[config.mk]
export PLATFORM = sky130hd
export DESIGN_NAME = decode_stage
export DESIGN_NICKNAME = d
export VERILOG_FILES = /design/src/rtl/cpu_types.sv /design/src/rtl/decode_stage_instruction_decoder.sv /design/src/rtl/decode_stage.sv
export SDC_FILE = /design/constraint.sdc
export NUM_CORES = 1
export LEC_CHECK = 0
export BUFFER_PORTS_ARGS = -buffer_cell sky130_fd_sc_hd__buf_2
export CAP_MARGIN = 20
export CORE_MARGIN = 1.5
export CORE_UTILIZATION = 45
export DETAILED_ROUTE_END_ITERATION = 10
export PLACE_DENSITY = 0.66
export REMOVE_ABC_BUFFERS = 1
export SLEW_MARGIN = 10
export SYNTH_ARGS = -nofsm -noshare
export SYNTH_HDL_FRONTEND = slang
export SYNTH_HIERARCHICAL = 1
export SYNTH_SLANG_ARGS = --single-unit
[constraint.sdc]
create_clock -name clk -period 5 [get_ports clk]
set_input_delay 0.5 -clock clk [delete_from_list [all_inputs] [get_ports clk]]
set_output_delay 0.5 -clock clk [all_outputs]
set_load 0.02 [all_outputs]
[src/rtl/cpu_types.sv]
// Shared RV32I pipeline types: opcodes, control-bundle encodings and the
// decoded control bundle handed from decode to execute.
package cpu_types;

    localparam logic [6:0] OPC_LUI    = 7'b0110111;
    localparam logic [6:0] OPC_AUIPC  = 7'b0010111;
    localparam logic [6:0] OPC_JAL    = 7'b1101111;
    localparam logic [6:0] OPC_JALR   = 7'b1100111;
    localparam logic [6:0] OPC_BRANCH = 7'b1100011;
    localparam logic [6:0] OPC_LOAD   = 7'b0000011;
    localparam logic [6:0] OPC_STORE  = 7'b0100011;
    localparam logic [6:0] OPC_OP_IMM = 7'b0010011;
    localparam logic [6:0] OPC_OP     = 7'b0110011;

    // PC_JUMP = pc + imm, PC_ALU = ALU result (JALR). With jump_instruction=1
    // the selection only applies when the branch condition holds.
    typedef enum logic [1:0] {PC_PLUS = 2'd0, PC_JUMP = 2'd1, PC_ALU = 2'd2} pc_src_t;
    typedef enum logic [1:0] {SRC1_RS1 = 2'd0, SRC1_PC = 2'd1, SRC1_ZERO = 2'd2} alu_src1_t;
    typedef enum logic       {SRC2_RS2 = 1'b0, SRC2_IMM = 1'b1} alu_src2_t;
    // Encoded like funct3 so OP/OP-IMM decode is a direct copy.
    typedef enum logic [2:0] {
        ALU_ADD = 3'b000, ALU_SLL = 3'b001, ALU_SLT = 3'b010, ALU_SLTU = 3'b011,
        ALU_XOR = 3'b100, ALU_SR  = 3'b101, ALU_OR  = 3'b110, ALU_AND  = 3'b111
    } alu_op_t;
    typedef enum logic [1:0] {RD_ALU = 2'd0, RD_MEM = 2'd1, RD_PC4 = 2'd2} rd_src_t;
    typedef enum logic [1:0] {MASK_B = 2'd0, MASK_H = 2'd1, MASK_W = 2'd2} mem_mask_t;

    typedef struct packed {
        logic      memory_we;
        pc_src_t   pc_src;
        logic      jump_instruction;
        logic      jump_negate_zero;   // branch taken when ALU result is non-zero
        alu_src1_t alu_src_1;
        alu_src2_t alu_src_2;
        alu_op_t   alu_op;
        logic      alu_signed;         // SLT signed compare / arithmetic right shift
        logic      alu_negate;         // invert operand 2 ...
        logic      alu_add_one;        // ... plus carry-in: subtraction
        logic [4:0] reg_rs1;
        logic [4:0] reg_rs2;
        rd_src_t   reg_rd_src;
        logic [4:0] reg_rd;
        logic      reg_we;
        mem_mask_t memory_mask;
        logic      memory_sign_extension;
    } decode_ctrl_t;

    // Reset / bubble bundle: no writes, sequential PC.
    localparam decode_ctrl_t DECODE_CTRL_NOP = '0;

endpackage

[src/rtl/decode_stage_instruction_decoder.sv]
// Combinational RV32I decoder: instruction word -> control bundle,
// sign-extended immediate and illegal flag.
module instruction_decoder
    import cpu_types::*;
#(
    parameter int XLEN     = 32,
    parameter int NUM_REGS = 32
) (
    input  logic [31:0]     instruction_i,
    output decode_ctrl_t    ctrl_o,
    output logic [XLEN-1:0] immediate_o,
    output logic            illegal_o
);

    logic [31:0] i;
    logic [6:0]  opc, f7;
    logic [2:0]  f3;
    logic [4:0]  rs1, rs2, rd;

    assign i   = instruction_i;
    assign opc = i[6:0];
    assign f3  = i[14:12];
    assign f7  = i[31:25];
    assign rs1 = i[19:15];
    assign rs2 = i[24:20];
    assign rd  = i[11:7];

    logic signed [31:0] imm32;
    logic               use_rs1, use_rs2, use_rd, bad_enc, bad_reg;
    decode_ctrl_t       c;

    // Per-opcode decode, then register-range check and illegal squash
    always_comb begin
        c       = DECODE_CTRL_NOP;
        imm32   = '0;
        use_rs1 = 1'b0;
        use_rs2 = 1'b0;
        use_rd  = 1'b0;
        bad_enc = 1'b0;
        case (opc)
            OPC_LUI, OPC_AUIPC: begin
                imm32       = {i[31:12], 12'b0};
                use_rd      = 1'b1;
                c.alu_src_1 = (opc == OPC_LUI) ? SRC1_ZERO : SRC1_PC;
                c.alu_src_2 = SRC2_IMM;
                c.reg_we    = 1'b1;
            end
            OPC_JAL: begin
                imm32        = {{11{i[31]}}, i[31], i[19:12], i[20], i[30:21], 1'b0};
                use_rd       = 1'b1;
                c.pc_src     = PC_JUMP;
                c.reg_rd_src = RD_PC4;
                c.reg_we     = 1'b1;
            end
            OPC_JALR: begin
                imm32        = {{20{i[31]}}, i[31:20]};
                use_rs1      = 1'b1;
                use_rd       = 1'b1;
                c.pc_src     = PC_ALU;
                c.alu_src_2  = SRC2_IMM;
                c.reg_rd_src = RD_PC4;
                c.reg_we     = 1'b1;
                bad_enc      = (f3 != 3'b000);
            end
            OPC_BRANCH: begin
                imm32              = {{19{i[31]}}, i[31], i[7], i[30:25], i[11:8], 1'b0};
                use_rs1            = 1'b1;
                use_rs2            = 1'b1;
                c.pc_src           = PC_JUMP;
                c.jump_instruction = 1'b1;
                // beq/bge/bgeu branch on zero, bne/blt/bltu on non-zero
                c.jump_negate_zero = f3[0] ^ f3[2];
                if (f3[2]) begin
                    c.alu_op     = f3[1] ? ALU_SLTU : ALU_SLT;
                    c.alu_signed = ~f3[1];
                end else begin
                    c.alu_negate  = 1'b1;
                    c.alu_add_one = 1'b1;
                end
                bad_enc = (f3[2:1] == 2'b01);
            end
            OPC_LOAD: begin
                imm32                   = {{20{i[31]}}, i[31:20]};
                use_rs1                 = 1'b1;
                use_rd                  = 1'b1;
                c.alu_src_2             = SRC2_IMM;
                c.reg_rd_src            = RD_MEM;
                c.reg_we                = 1'b1;
                c.memory_mask           = mem_mask_t'(f3[1:0]);
                c.memory_sign_extension = ~f3[2];
                bad_enc                 = (f3 == 3'b011) || (f3[2:1] == 2'b11);
            end
            OPC_STORE: begin
                imm32         = {{20{i[31]}}, i[31:25], i[11:7]};
                use_rs1       = 1'b1;
                use_rs2       = 1'b1;
                c.alu_src_2   = SRC2_IMM;
                c.memory_we   = 1'b1;
                c.memory_mask = mem_mask_t'(f3[1:0]);
                bad_enc       = (f3 >= 3'b011);
            end
            OPC_OP_IMM: begin
                imm32        = {{20{i[31]}}, i[31:20]};
                use_rs1      = 1'b1;
                use_rd       = 1'b1;
                c.alu_src_2  = SRC2_IMM;
                c.alu_op     = alu_op_t'(f3);
                c.alu_signed = (f3 == 3'b010) || (f3 == 3'b101 && i[30]);
                c.reg_we     = 1'b1;
            end
            OPC_OP: begin
                use_rs1       = 1'b1;
                use_rs2       = 1'b1;
                use_rd        = 1'b1;
                c.alu_op      = alu_op_t'(f3);
                c.alu_signed  = (f3 == 3'b010) || (f3 == 3'b101 && i[30]);
                c.alu_negate  = (f3 == 3'b000) && i[30];
                c.alu_add_one = (f3 == 3'b000) && i[30];
                c.reg_we      = 1'b1;
                bad_enc       = !((f7 == 7'b0000000) ||
                                  (f7 == 7'b0100000 && (f3 == 3'b000 || f3 == 3'b101)));
            end
            default: bad_enc = 1'b1;
        endcase

        bad_reg = (use_rs1 && int'(rs1) >= NUM_REGS) ||
                  (use_rs2 && int'(rs2) >= NUM_REGS) ||
                  (use_rd  && int'(rd)  >= NUM_REGS);

        // Unused fields read as 0 so hazard logic sees no false dependencies
        c.reg_rs1 = use_rs1 ? rs1 : 5'd0;
        c.reg_rs2 = use_rs2 ? rs2 : 5'd0;
        c.reg_rd  = use_rd  ? rd  : 5'd0;

        if (bad_enc || bad_reg) begin
            c.reg_we           = 1'b0;
            c.memory_we        = 1'b0;
            c.jump_instruction = 1'b0;
            c.pc_src           = PC_PLUS;
        end
    end

    assign ctrl_o      = c;
    assign illegal_o   = bad_enc || bad_reg;
    assign immediate_o = XLEN'(imm32);   // signed source: sign-extends to XLEN

endmodule

[src/rtl/decode_stage.sv]
// Registered valid/ready decode stage with optional 2-entry skid buffer.
// Decode happens on the input side; the main entry drives the outputs.
module decode_stage
    import cpu_types::*;
#(
    parameter int XLEN     = 32,
    parameter int NUM_REGS = 32,
    parameter int SKID_EN  = 1
) (
    input  logic            clk,
    input  logic            rst_n,
    input  logic            flush,
    input  logic            in_valid,
    output logic            in_ready,
    input  logic [31:0]     in_instruction,
    input  logic [XLEN-1:0] in_pc,
    output logic            out_valid,
    input  logic            out_ready,
    output logic [XLEN-1:0] out_pc,
    output logic [XLEN-1:0] out_immediate,
    output decode_ctrl_t    out_ctrl,
    output logic            out_illegal
);

    localparam logic [1:0] ST_EMPTY = 2'd0;
    localparam logic [1:0] ST_ONE   = 2'd1;
    localparam logic [1:0] ST_FULL  = 2'd2;

    logic [1:0]      state_q, state_d;
    logic            rdy_q;
    logic            in_xfer, out_xfer, ld_dec, ld_skid, mv_skid;

    decode_ctrl_t    dec_ctrl, main_ctrl_q, skid_ctrl_q;
    logic [XLEN-1:0] dec_imm, main_imm_q, skid_imm_q, main_pc_q, skid_pc_q;
    logic            dec_ill, main_ill_q, skid_ill_q;

    instruction_decoder #(.XLEN(XLEN), .NUM_REGS(NUM_REGS)) u_dec (
        .instruction_i (in_instruction),
        .ctrl_o        (dec_ctrl),
        .immediate_o   (dec_imm),
        .illegal_o     (dec_ill)
    );

    assign out_valid     = (state_q != ST_EMPTY);
    assign out_pc        = main_pc_q;
    assign out_immediate = main_imm_q;
    assign out_ctrl      = main_ctrl_q;
    assign out_illegal   = main_ill_q;
    assign out_xfer      = out_valid && out_ready;
    assign in_xfer       = in_valid && in_ready;

    // Ready: registered !FULL with skid, pass-through backpressure without; never during flush
    always_comb begin
        if (SKID_EN != 0) in_ready = rdy_q && !flush;
        else              in_ready = rdy_q && !flush && (!out_valid || out_ready);
    end

    // Buffer occupancy FSM; flush overrides every transition
    always_comb begin
        state_d = state_q;
        ld_dec  = 1'b0;
        ld_skid = 1'b0;
        mv_skid = 1'b0;
        if (flush) begin
            state_d = ST_EMPTY;
        end else begin
            case (state_q)
                ST_EMPTY: if (in_xfer) begin
                    state_d = ST_ONE;
                    ld_dec  = 1'b1;
                end
                ST_ONE: begin
                    if (in_xfer && !out_xfer) begin
                        state_d = ST_FULL;
                        ld_skid = 1'b1;
                    end else if (in_xfer) begin
                        ld_dec = 1'b1;
                    end else if (out_xfer) begin
                        state_d = ST_EMPTY;
                    end
                end
                ST_FULL: if (out_xfer) begin
                    state_d = ST_ONE;
                    mv_skid = 1'b1;
                end
                default: state_d = ST_EMPTY;
            endcase
        end
    end

    // State and ready flag; ready stays low until the first edge out of reset
    always_ff @(posedge clk or negedge rst_n) begin
        if (!rst_n) begin
            state_q <= ST_EMPTY;
            rdy_q   <= 1'b0;
        end else begin
            state_q <= state_d;
            rdy_q   <= (state_d != ST_FULL);
        end
    end

    // Main entry: fresh decode or promoted skid entry
    always_ff @(posedge clk or negedge rst_n) begin
        if (!rst_n) begin
            main_ctrl_q <= DECODE_CTRL_NOP;
            main_imm_q  <= '0;
            main_pc_q   <= '0;
            main_ill_q  <= 1'b0;
        end else if (ld_dec) begin
            main_ctrl_q <= dec_ctrl;
            main_imm_q  <= dec_imm;
            main_pc_q   <= in_pc;
            main_ill_q  <= dec_ill;
        end else if (mv_skid) begin
            main_ctrl_q <= skid_ctrl_q;
            main_imm_q  <= skid_imm_q;
            main_pc_q   <= skid_pc_q;
            main_ill_q  <= skid_ill_q;
        end
    end

    // Skid entry: catches the accept made while main is stalled
    always_ff @(posedge clk or negedge rst_n) begin
        if (!rst_n) begin
            skid_ctrl_q <= DECODE_CTRL_NOP;
            skid_imm_q  <= '0;
            skid_pc_q   <= '0;
            skid_ill_q  <= 1'b0;
        end else if (ld_skid) begin
            skid_ctrl_q <= dec_ctrl;
            skid_imm_q  <= dec_imm;
            skid_pc_q   <= in_pc;
            skid_ill_q  <= dec_ill;
        end
    end

endmodule

Yosys cells after proc, flatten, opt, wreduce, memory -nomap -nowiden
Index checks and enable logic that the tools add are counted.

Logic and storage cells: 144. Output and inout bits: 102. Input port bits: 69. Flip-flop bits (word level): 203.

Bitwise operators: 3. Mux-type cells: 49. Order comparisons: 1. Reduce and logical (&&, ||, !) cells: 31. Equal/unequal tests: 18.

Operators by type and width (number): 32-bit one-hot mux with 5 select lines (1); 32-bit 2-to-1 mux (4); 35-bit 2-to-1 mux (2); 7-bit by 6-bit == test with 1-bit output (second input constant) (4); 2-bit 2-to-1 mux (11); 7-bit == test (second input constant) (3); 1-bit 2-to-1 mux (19); 5-bit 2-to-1 mux (3); 7-bit by 5-bit == test with 1-bit output (second input constant) (2); 2-bit one-hot mux with 2 select lines (3); 6-bit OR reduction (2); 2-bit OR reduction (5); 4-bit 2-to-1 mux (2); 4-bit one-hot mux with 2 select lines (1); 7-bit by 2-bit == test with 1-bit output (second input constant) (1); 1-bit logical AND (7); 7-bit logical NOT (1); 7-bit OR reduction (1); 3-bit by 2-bit == test with 1-bit output (second input constant) (2); 1-bit one-hot mux with 6 select lines (1); 2-bit one-hot mux with 3 select lines (1); 3-bit OR reduction (2); 2-bit by 1-bit == test with 1-bit output (second input constant) (2); 2-bit == test (second input constant) (2); other kinds (13) (20).

Logic depth before layout (Yosys ltp)
Gate-level depths: netlist of run 1.

Depth after elaboration: 8. Gate-level depth with buffers: 8. Mapped depth without buffers: 6.

By module
The synthesis of run 1 kept the hierarchy.

Modules (own cells, without submodules): decode_stage (sequential area each 5079.9 um^2, times used 1, area an instance 8793.4 um^2, cells each 558); instruction_decoder (sequential area each 0.0 um^2, times used 1, area an instance 993.5 um^2, cells each 155).

Worst setup path after synthesis of run 1
No wires, ideal clock.

Kind: input to register. From: input port in_instruction[12]. To: register main_ctrl_q (netlist bit out_ctrl[3]). Data arrival time: 1938 ps. Setup time: 125 ps. Path slack: 2937 ps. Buffers on the path: 1. Stages on the path: 7. Required time: 4875 ps. Cells stage by stage: buf_4 > xor2_1 > o21ai_1 > a2111o_1 > and3_1 > mux2_1 > mux2_2.

RTL lines: start, declared (RTL line decode_stage.sv:15) `input logic [31:0] in_instruction,`; end signal, assigned (RTL line decode_stage.sv:110) `main_ctrl_q <= dec_ctrl;`; end signal, assigned (RTL line decode_stage.sv:115) `main_ctrl_q <= skid_ctrl_q;`; end, declared (RTL line decode_stage.sv:33) `decode_ctrl_t dec_ctrl, main_ctrl_q, skid_ctrl_q;`.

Worst setup path in the final report of run 1
From: register state_q[0]. To: register main_imm_q[4], in the netlist out_immediate[4].

Cells in the longest elaborated chain, start to end: 8. Elaborated cells between the ends (all ways): 15. Those cells by class: eq/ne: 2; mux: 7; reduce/logical: 6.

RTL lines: start, declared (RTL line decode_stage.sv:29) `logic [1:0] state_q, state_d;`; start signal, assigned (RTL line decode_stage.sv:97) `state_q <= state_d;`; 2-bit nonzero test (RTL line decode_stage.sv:44) `assign out_valid = (state_q != ST_EMPTY);`; 1-bit logical AND (RTL line decode_stage.sv:49) `assign out_xfer = out_valid && out_ready;`; 1-bit logical NOT (RTL line decode_stage.sv:73) `if (in_xfer && !out_xfer) begin`; 1-bit logical AND (RTL line decode_stage.sv:73); 1-bit 2-to-1 mux (RTL line decode_stage.sv:73); 1-bit one-hot mux with 2 select lines (RTL line decode_stage.sv:67) `case (state_q)`; 1-bit 2-to-1 mux (RTL line decode_stage.sv:64) `if (flush) begin`; 32-bit 2-to-1 mux / 2-bit nonzero test (equally long branches); end signal, assigned (RTL line decode_stage.sv:111) `main_imm_q <= dec_imm;`; end signal, assigned (RTL line decode_stage.sv:116) `main_imm_q <= skid_imm_q;`; end, declared (RTL line decode_stage.sv:34) `logic [XLEN-1:0] dec_imm, main_imm_q, skid_imm_q, main_pc_q, skid_pc_q;`.

Several ways; a longest one is shown, not always the timed one. A chain may end at the register's enable or synchronous reset.

==> results of run 1 <==
-- routing by layer --
metal / vias up / GRT usage, %
li1: 2882 / -
met1: 3145 / 23.5
met2: 124 / 30.8
met3: 29 / 3.76
met4: 0 / 4.56
met5: - / 0
-- flip-flops by register name, indices dropped and copies added (netlist names) --
| signal | flops |
|---|---|
| skid_ill_q | 1 |
| out_illegal | 1 |
| skid_ctrl_q | 35 |
| out_ctrl | 35 |
| skid_pc_q | 32 |
| state_q | 2 |
| rdy_q | 1 |
| skid_imm_q | 32 |
| out_immediate | 32 |
| out_pc | 32 |
-- through the flow --
step                std cells  setup WS, ns  util, %  instance area [um2]  hold slack, ns
floorplan                 668         -1.10        -                 9490           0.204
global placement         1121          1.99     50.9                10800           0.482
detailed placement       1121          1.95     50.9                10800           0.487
CTS                      1162          2.18     54.4                11500           0.152
global route             1163          2.05     54.4                11500           0.161
finish                   1165          2.20     54.4                11500           0.121
-- worst max path at each step --
stage	to	slack [ns]	depth (start not counted)
after global placement	out_pc[10]	1.99	6
after global routing	out_ctrl[8]	2.05	5
after detailed placement	out_immediate[4]	1.95	6
final	out_immediate[4]	2.20	5
after floorplan	out_ctrl[0]	-1.10	4
after CTS	out_immediate[4]	2.18	5
-- cell families after synthesis --
kind of cell | share of synthesized area (%)
compound gates | 4.12
mux | 34.6
simple gates | 6.17
flops | 51.9
xor+xnor | 0.0895
buf+inv | 3.12
-- final cells by class --
cell class	instances	area, um2
timing repair buffer	178	920
tap	275	344
clock inverter	8	68.8
fill	1870	9640
clock buffer	33	663
sequential	203	5080
antenna	3	7.51
multi-input combinational	462	4420
inverter	3	11.3
-- placed cells by master (no fill, tap or decap), drive strengths merged, types with 7 or more instances in the layout --
cell type,Yosys,layout
a21oi,10,10
dfrtp,203,203
o21ai,7,7
nor3,7,7
a21o,21,21
mux2,298,298
nor2,25,25
nand2,22,22
and2,25,25
clkbuf,12,34
buf,33,177
-- power by group through the flow --
stage	clock network [uW]	logic [uW]	registers [uW]
finish	1620	820	1980
floorplan	0	377	2170
global placement	0	819	2000
global route	1740	892	2010
CTS	1670	836	1990
detailed placement	0	833	2010
-- worst register-to-register path: stages (launching register included) --
cell	delay (ns)
dfrtp_1	0.39
nor2b_1	0.35
or4_4	0.87
buf_4	0.45
mux2_1	0.37
mux2_2	0.27
==> impl_metrics.toml, run 1 <==
[status]
status = "complete, no violations"

[clocking]
cts.sinks = 203
clock_latency_ns = 0.51
postCtsSetupRepairBufs = 0
cts_tree = "yes"
htreeDepth = 1
cts_buffers = 23
clkTransAtPathRegs_ns = 0.06
cts_buffer_depth = 3
ctsHoldBuffers = 0
ctsResizeCount = 0
cts-root-buf = "clkbuf_16"

[grt]
first_global_vias = 6149
grt_usage_pct = 18.1
grt.overflow.total = 0
grt_pass1_wl_um = 32400
grt_max_degree = 115
antenna_found_initial = 3

[worst_setup_path]
rr_worst_depth = 5
path_class = "flop to flop"
cpLargestDelayFamily = "simple AND/OR/NAND/NOR gates"
crit_buf_inv = 1
rrSetupSlack_ns = 2.20
critPathMaxStageDelay_ns = 0.87
cp.arrival_ns = 3.19
cp-startpoint = "state_q[0]"
r2r_end = "out_immediate[4]"
slowest_stage = "or4_4"
cp-start-kind = "flop"
reg2reg_from = "state_q[0]"
crit_fanout = 67
cp_data_required_time_ns = 5.39
crit_chain = "nor2b_1, or4_4, buf_4, mux2_1, mux2_2"
cp-end-kind = "flop"

[power]
swShare_pct = 27.1
cellInternalPower_uw = 3230
ir_worst_vdd_mv = 0.267
seqPwrFrac_pct = 44.8
power.total_uw = 4430
pwr-share-clk_pct = 36.6
combPwrFrac_pct = 18.5
p_per_area_nw_per_um2 = 384
leakage_uw = 0.00613
power_switching_uw = 1200

[floorplan]
rows = 53
coreArea_um2 = 21200
die_y_um = 150
dieArea_um2 = 22600
die_w_um = 150
start_util_pct = 46.3
ioPinCount = 171

[min_path]
hp-class = "input pin to async pin"

[timing]
setup_viol = 0
max_freq_ghz = 0.357
tightest_slew_ns = 0.999
min_period_ns = 2.80
finalMaxSlewViolations = 0
skew_ns = 0.0172
maxSlewHeadroom_pct = 33.4
post-route-period-util_pct = 56.0
finalHoldViolCount = 0
finalSetupTns_ns = 0
rsz0062_at_grt = "no"

[routing]
vias_per_cell = 5.30
dr.pass1.iters = 4
vias = 6180
wl_met2_um = 9860
routed.top_layer = "met4"
drc = 0
wl_um = 20500
met3_length_um = 1140
wl_met1_um = 9060
wl_per_cell_um = 17.6
ant_nets = 0
drtIter0Drc = 293

[synth]
synth_area_leaders = "dfrtp_1 (52%), mux2_2 (23%), mux2_1 (11%)"
synth_common_cells = "dfrtp_1 (203), mux2_2 (199), mux2_1 (99)"
synth_area_um2 = 9790
post-synth-top-count-cell = "dfrtp_1"
ys_types = 49
synth-seq-area-share_pct = 51.9
async_flop_share_pct = 100
netlist_instances = 713
yosysWarningCount = 6
synth_ff_type = "dfrtp_1"
synth_edf_count = 0
yosys.area.top_type = "dfrtp_1"
synth_top_area_share_pct = 51.9
ys_ff_latch = 203
syn_avg_cell_area_um2 = 13.7

[finish]
drive_gt1_share_pct = 48.7
areaGrowthSynthToFinish_pct = 17.7
fin_nets = 940

[run]
maxCapViolCount = 0

[place]
gp_congestion = 0.792
hpwl_um = 13500
port_buffers = 170
Power figures use the tool's default switching activity.
==> run 2: changes to the inputs <==
--- a/config.mk
+++ b/config.mk
@@ -5,6 +5,7 @@
 export SDC_FILE = /design/constraint.sdc
 export NUM_CORES = 1
 export LEC_CHECK = 0
+export ABC_AREA = 1
 export BUFFER_PORTS_ARGS = -buffer_cell sky130_fd_sc_hd__buf_2
 export CAP_MARGIN = 20
 export CORE_MARGIN = 1.5
==> constraint.sdc (replaced) <==
create_clock -name clk -period 2.59 [get_ports clk]
set_input_delay 0.259 -clock clk [delete_from_list [all_inputs] [get_ports clk]]
set_output_delay 0.259 -clock clk [all_outputs]
set_load 0.02 [all_outputs]
==> impl_metrics.toml, run 2 <==
[routing]
ant_nets = 0
wl_um = 26200
drtIter0Drc = 640
wl_per_cell_um = 14.1
vias = 9288
dr.pass1.iters = 5
vias_per_cell = 4.99
drc = 0

[timing]
finalMaxSlewViolations = 0
hold-worst-slack_ns = 0.0118
skew_ns = 0.0144
setup_viol = 0
finalHoldViolCount = 0
tightest_slew_ns = 0.637
min_period_ns = 2.18
maxSlewHeadroom_pct = 57.5
max_freq_ghz = 0.458
post-route-period-util_pct = 84.3
rsz0062_at_grt = "no"
finalSetupTns_ns = 0

[finish]
drive_gt1_share_pct = 17.9
finish.instance_area_um2 = 12400
final_cell_mix = "nand2_1 (344), inv_1 (246), nand3_1 (213)"
antenna_cells = 0
areaGrowthSynthToFinish_pct = 17.7
fin_cells = 1863
mostFrequentLayoutCell = "nand2_1"
fin_nets = 1601

[grt]
antenna_found_initial = 0
grt.overflow.total = 0
grt_pass1_wl_um = 44000
grt_max_degree = 114
first_global_vias = 8865
grt_usage_pct = 21.9

[synth]
synth_top_area_share_pct = 48.1
synth_area_leaders = "dfrtp_1 (48%), nand2_1 (12%), nand3_1 (10%)"
synth_edf_count = 0
netlist_instances = 1403
yosysWarningCount = 6
synth_ff_type = "dfrtp_1"
ys_ff_latch = 203
post-synth-top-count-cell = "nand2_1"
synth-seq-area-share_pct = 48.1
yosys.area.top_type = "dfrtp_1"
ys_types = 29
syn_avg_cell_area_um2 = 7.53
synth_area_um2 = 10600
async_flop_share_pct = 100
synth_common_cells = "nand2_1 (345), inv_1 (246), nand3_1 (214)"

[floorplan]
dieArea_um2 = 24400
ioPinCount = 171
die_y_um = 156
coreArea_um2 = 22800
rows = 55
start_util_pct = 46.2
die_w_um = 156

[worst_setup_path]
rr_worst_depth = 6
cp-start-kind = "input pin"
reg2reg_from = "rdy_q"
r2r_end = "skid_pc_q[26]"
cp-end-kind = "flop"
rrSetupSlack_ns = 0.52
cp_data_required_time_ns = 2.98
crit_fanout = 46
slowest_stage = "dlygate4sd3_1"
critPathMaxStageDelay_ns = 0.53
crit_chain = "dlygate4sd3_1, buf_2, inv_2, nand3_1, inv_4, nand3_4, buf_4, nand2_1, o21ai_2"
cp.arrival_ns = 2.57
path_class = "input pin to flop"

[clocking]
cts-root-buf = "clkbuf_16"
cts_buffers = 24
cts_buffer_depth = 3
htreeDepth = 1
clock_latency_ns = 0.51
ctsResizeCount = 0
clkTransAtPathRegs_ns = 0.06
cts_tree = "yes"
cts.sinks = 203

[min_path]
hp-class = "input pin to flop"
hold_depth = 3
hold_end = "skid_pc_q[19]"
hp-start = "in_pc[19]"

[power]
power.total_uw = 8760
ir_worst_vdd_mv = 0.466
leakage_uw = 0.00616
p_per_area_nw_per_um2 = 705

[place]
port_buffers = 170
placed_cell_area_um2 = 11600
gp_congestion = 0.823
dp.cells = 1812
hpwl_um = 16300

[status]
status = "complete, no violations"

[run]
maxCapViolCount = 0
run 2: layout make-up:
cell class | count | area (um2)
inverters | 254 | 956
fillers | 2227 | 10400
clock buffers | 38 | 734
clock inverters | 6 | 55.1
well taps | 313 | 392
repair buffers | 195 | 1220
multi-input cells | 854 | 4000
flip-flops and latches | 203 | 5080
run 2: how the worst max path moves through the flow:
stage,from,to,slack (ns),depth (start not counted)
after floorplan,out_ready,out_immediate[19],-4.15,5
after global placement,in_instruction[1],out_immediate[10],0.41,13
after detailed placement,in_instruction[1],out_immediate[10],0.42,13
after CTS,flush,skid_pc_q[26],0.41,9
after global routing,flush,skid_pc_q[18],0.24,9
final,flush,skid_pc_q[26],0.41,9
run 2: repair_timing:
item,4_1_cts,5_1_grt
endpoints found under the hold margin,82,0
hold buffers,7,0
setup buffers,0,0
run 2: kinds of logic (layout without fill, tap and decap cells):
| kind of cell | after synthesis | after routing | synth area share, % |
|---|---|---|---|
| flip-flops | 203 | 203 | 48.1 |
| AND/OR/NAND/NOR | 621 | 621 | 25.4 |
| buffers and inverters | 346 | 493 | 14.3 |
| AO/OA/AOI/OAI | 233 | 233 | 12.2 |
run 2: report_power, final:
group | leakage [uW] | switching [uW] | internal (uW) | total [uW]
clock | 0.000393 | 1310 | 2030 | 3350
sequential | 0.00257 | 213 | 3580 | 3790
combinational | 0.00320 | 1060 | 563 | 1620
total | 0.00616 | 2590 | 6170 | 8760
run 2: layer usage:
metal  wire, um  track usage, %  vias up  part of all wire (%)
met5          0               0        -                     0
met4        453            4.85        0                   1.7
met3       1410            3.19       28                   5.4
met2      11800            34.9      252                    45
met1      12600            31.5     4336                    48
li1           -               -     4672                     -
run 2: metrics by stage:
| stage | util, % | setup WS (ns) |
|---|---|---|
| after CTS | 54.4 | 0.408 |
| after detailed placement | 50.6 | 0.416 |
| after global routing | 54.4 | 0.244 |
| final | 54.4 | 0.406 |
| after floorplan | - | -4.15 |
| after global placement | 50.6 | 0.415 |
run 2: critical path: cells and delay by family:
kind | cells | cell delay [ns]
AOI/OAI and AO/OA | 1 | 0.05
buffers and inverters | 5 | 1.46
and+or+nand+nor | 3 | 0.77
==> run 3: changes to the inputs <==
--- a/config.mk
+++ b/config.mk
@@ -5,13 +5,13 @@
 export SDC_FILE = /design/constraint.sdc
 export NUM_CORES = 1
 export LEC_CHECK = 0
-export ABC_AREA = 1
+export ABC_AREA = 0
 export BUFFER_PORTS_ARGS = -buffer_cell sky130_fd_sc_hd__buf_2
 export CAP_MARGIN = 20
 export CORE_MARGIN = 1.5
 export CORE_UTILIZATION = 45
 export DETAILED_ROUTE_END_ITERATION = 10
-export PLACE_DENSITY = 0.66
+export PLACE_DENSITY = 0.69
 export REMOVE_ABC_BUFFERS = 1
 export SLEW_MARGIN = 10
 export SYNTH_ARGS = -nofsm -noshare
==> constraint.sdc (replaced) <==
create_clock -name clk -period 2 [get_ports clk]
set_input_delay 0.2 -clock clk [delete_from_list [all_inputs] [get_ports clk]]
set_output_delay 0.2 -clock clk [all_outputs]
set_load 0.02 [all_outputs]
==> impl_metrics.toml, run 3 (synthesis results as in run 1) <==
[power]
power_switching_uw = 2960
ir_worst_vdd_mv = 0.733
seqPwrFrac_pct = 44.3
leakage_uw = 0.00650
swShare_pct = 26.4
combPwrFrac_pct = 19.6
pwr-share-clk_pct = 36.1
cellInternalPower_uw = 8230
p_per_area_nw_per_um2 = 913

[clocking]
cts_buffers = 23
htreeDepth = 1
clkTransAtPathRegs_ns = 0.06
cts.sinks = 203
clock_latency_ns = 0.49
cts_buffer_depth = 3
cts-root-buf = "clkbuf_16"
postCtsSetupRepairBufs = 0
cts_tree = "yes"

[min_path]
hold_depth = 3
hp-class = "input pin to flop"

[worst_setup_path]
critPathMaxStageDelay_ns = 0.53
cp.arrival_ns = 2.39
cp-end-kind = "flop"
path_class = "flop to flop"
cpLargestDelayFamily = "simple AND/OR/NAND/NOR gates"
crit_chain = "nor2b_1, or4_4, buf_12, mux2_1, mux2_2"
crit_fanout = 43
path_depth = 5
crit_buf_inv = 1
rrSetupSlack_ns = -0.02
slowest_stage = "or4_4"
cp-start-kind = "flop"
rr_worst_depth = 5
cp_data_required_time_ns = 2.38

[grt]
antenna_found_initial = 5
grt_pass1_wl_um = 34100
grt_max_degree = 56
grt.overflow.total = 0
first_global_vias = 6560
grt_usage_pct = 19.1

[timing]
skew_ns = 0.00607
post-route-period-util_pct = 101
maxSlewHeadroom_pct = 41.0
finalHoldViolCount = 0
setup_ws_ns = -0.0168
max_freq_ghz = 0.496
setup_viol = 5
finalMaxSlewViolations = 0
min_period_ns = 2.02
rsz0062_at_grt = "yes"
tightest_slew_ns = 0.881
hold-worst-slack_ns = 0.0281

[run]
maxCapViolCount = 0

[floorplan]
ioPinCount = 171
die_w_um = 150
die_y_um = 150
rows = 53
start_util_pct = 46.3
dieArea_um2 = 22600
coreArea_um2 = 21200

[finish]
areaGrowthSynthToFinish_pct = 25.2
fin_nets = 1012
finish.instance_area_um2 = 12300
mostFrequentLayoutCell = "dfrtp_1"
drive_gt1_share_pct = 48.8
final_cell_mix = "dfrtp_1 (203), mux2_2 (199), buf_2 (169)"

[routing]
dr.pass1.iters = 4
vias = 6460
drc = 0
ant_nets = 0
wl_um = 21300
wl_per_cell_um = 17.3
vias_per_cell = 5.24
drtIter0Drc = 231

[status]
status = "complete, but fails checks"
violations = "setup timing"

[place]
hpwl_um = 14400
placed_cell_area_um2 = 11200
port_buffers = 170
gp_congestion = 0.886
## run 3: area by class of cell
class | instances | area [um2]
antenna | 3 | 7.51
clock buffer | 36 | 694
clock inverter | 2 | 35.0
fill | 1774 | 8900
inverter | 3 | 11.3
multi-input combinational | 462 | 4420
sequential | 203 | 5080
tap | 275 | 344
timing repair buffer | 250 | 1660
## run 3: path summary, 6_finish.rpt
| path | start | endpoint |
|---|---|---|
| worst max-delay path | state_q[0] | out_pc[11] |
| worst min-delay path | flush | state_q[0] |
| worst max register to register | state_q[0] | out_pc[11] |
| worst min register to register | out_immediate[3] | out_immediate[3] |
| max in group asynchronous | rst_n | skid_imm_q[3] |
| min in group asynchronous | rst_n | skid_pc_q[12] |
## run 3: tightest hold or removal path, delay by kind of cell
family	cells	cell delay, ns
AND/OR/NAND/NOR	1	0.05
buffers and inverters	2	0.24
## run 3: power groups by stage
stage / registers (uW) / clock network, uW / logic (uW)
6_report: 4960 / 4040 / 2190
5_1_grt: 5030 / 4330 / 2380
4_1_cts: 4960 / 4180 / 2230
3_5_place_dp: 5030 / 0 / 2170
3_3_place_gp: 5000 / 0 / 2140
2_1_floorplan: 5420 / 0 / 943
## run 3: what timing repair did
action,CTS,global route
hold buffers,33,0
endpoints found under the setup margin,19,99
hold endpoints to repair,82,0
gates resized for setup,1,1
## run 3: routing by layer
layer	GRT usage, %	vias up	share of wire, %
li1	-	3009	-
met1	24.6	3276	44
met2	32.6	137	48
met3	4.48	34	5.8
met4	4.26	4	1.7
met5	0	-	0.12
## run 3: metrics by stage
stage          worst slack (ns)  utilization [%]  TNS (ns)  instances  power [uW]
2_1_floorplan             -3.99                -   -526.69        668        6360
3_3_place_gp            -0.0226             52.9   -0.0226       1160        7140
3_5_place_dp            -0.0467             52.9    -0.146       1160        7200
4_1_cts                 -0.0177             57.9   -0.0545       1231       11400
5_1_grt                 -0.0852             57.9     -4.78       1231       11700
6_report                -0.0168             57.9   -0.0350       1234       11200
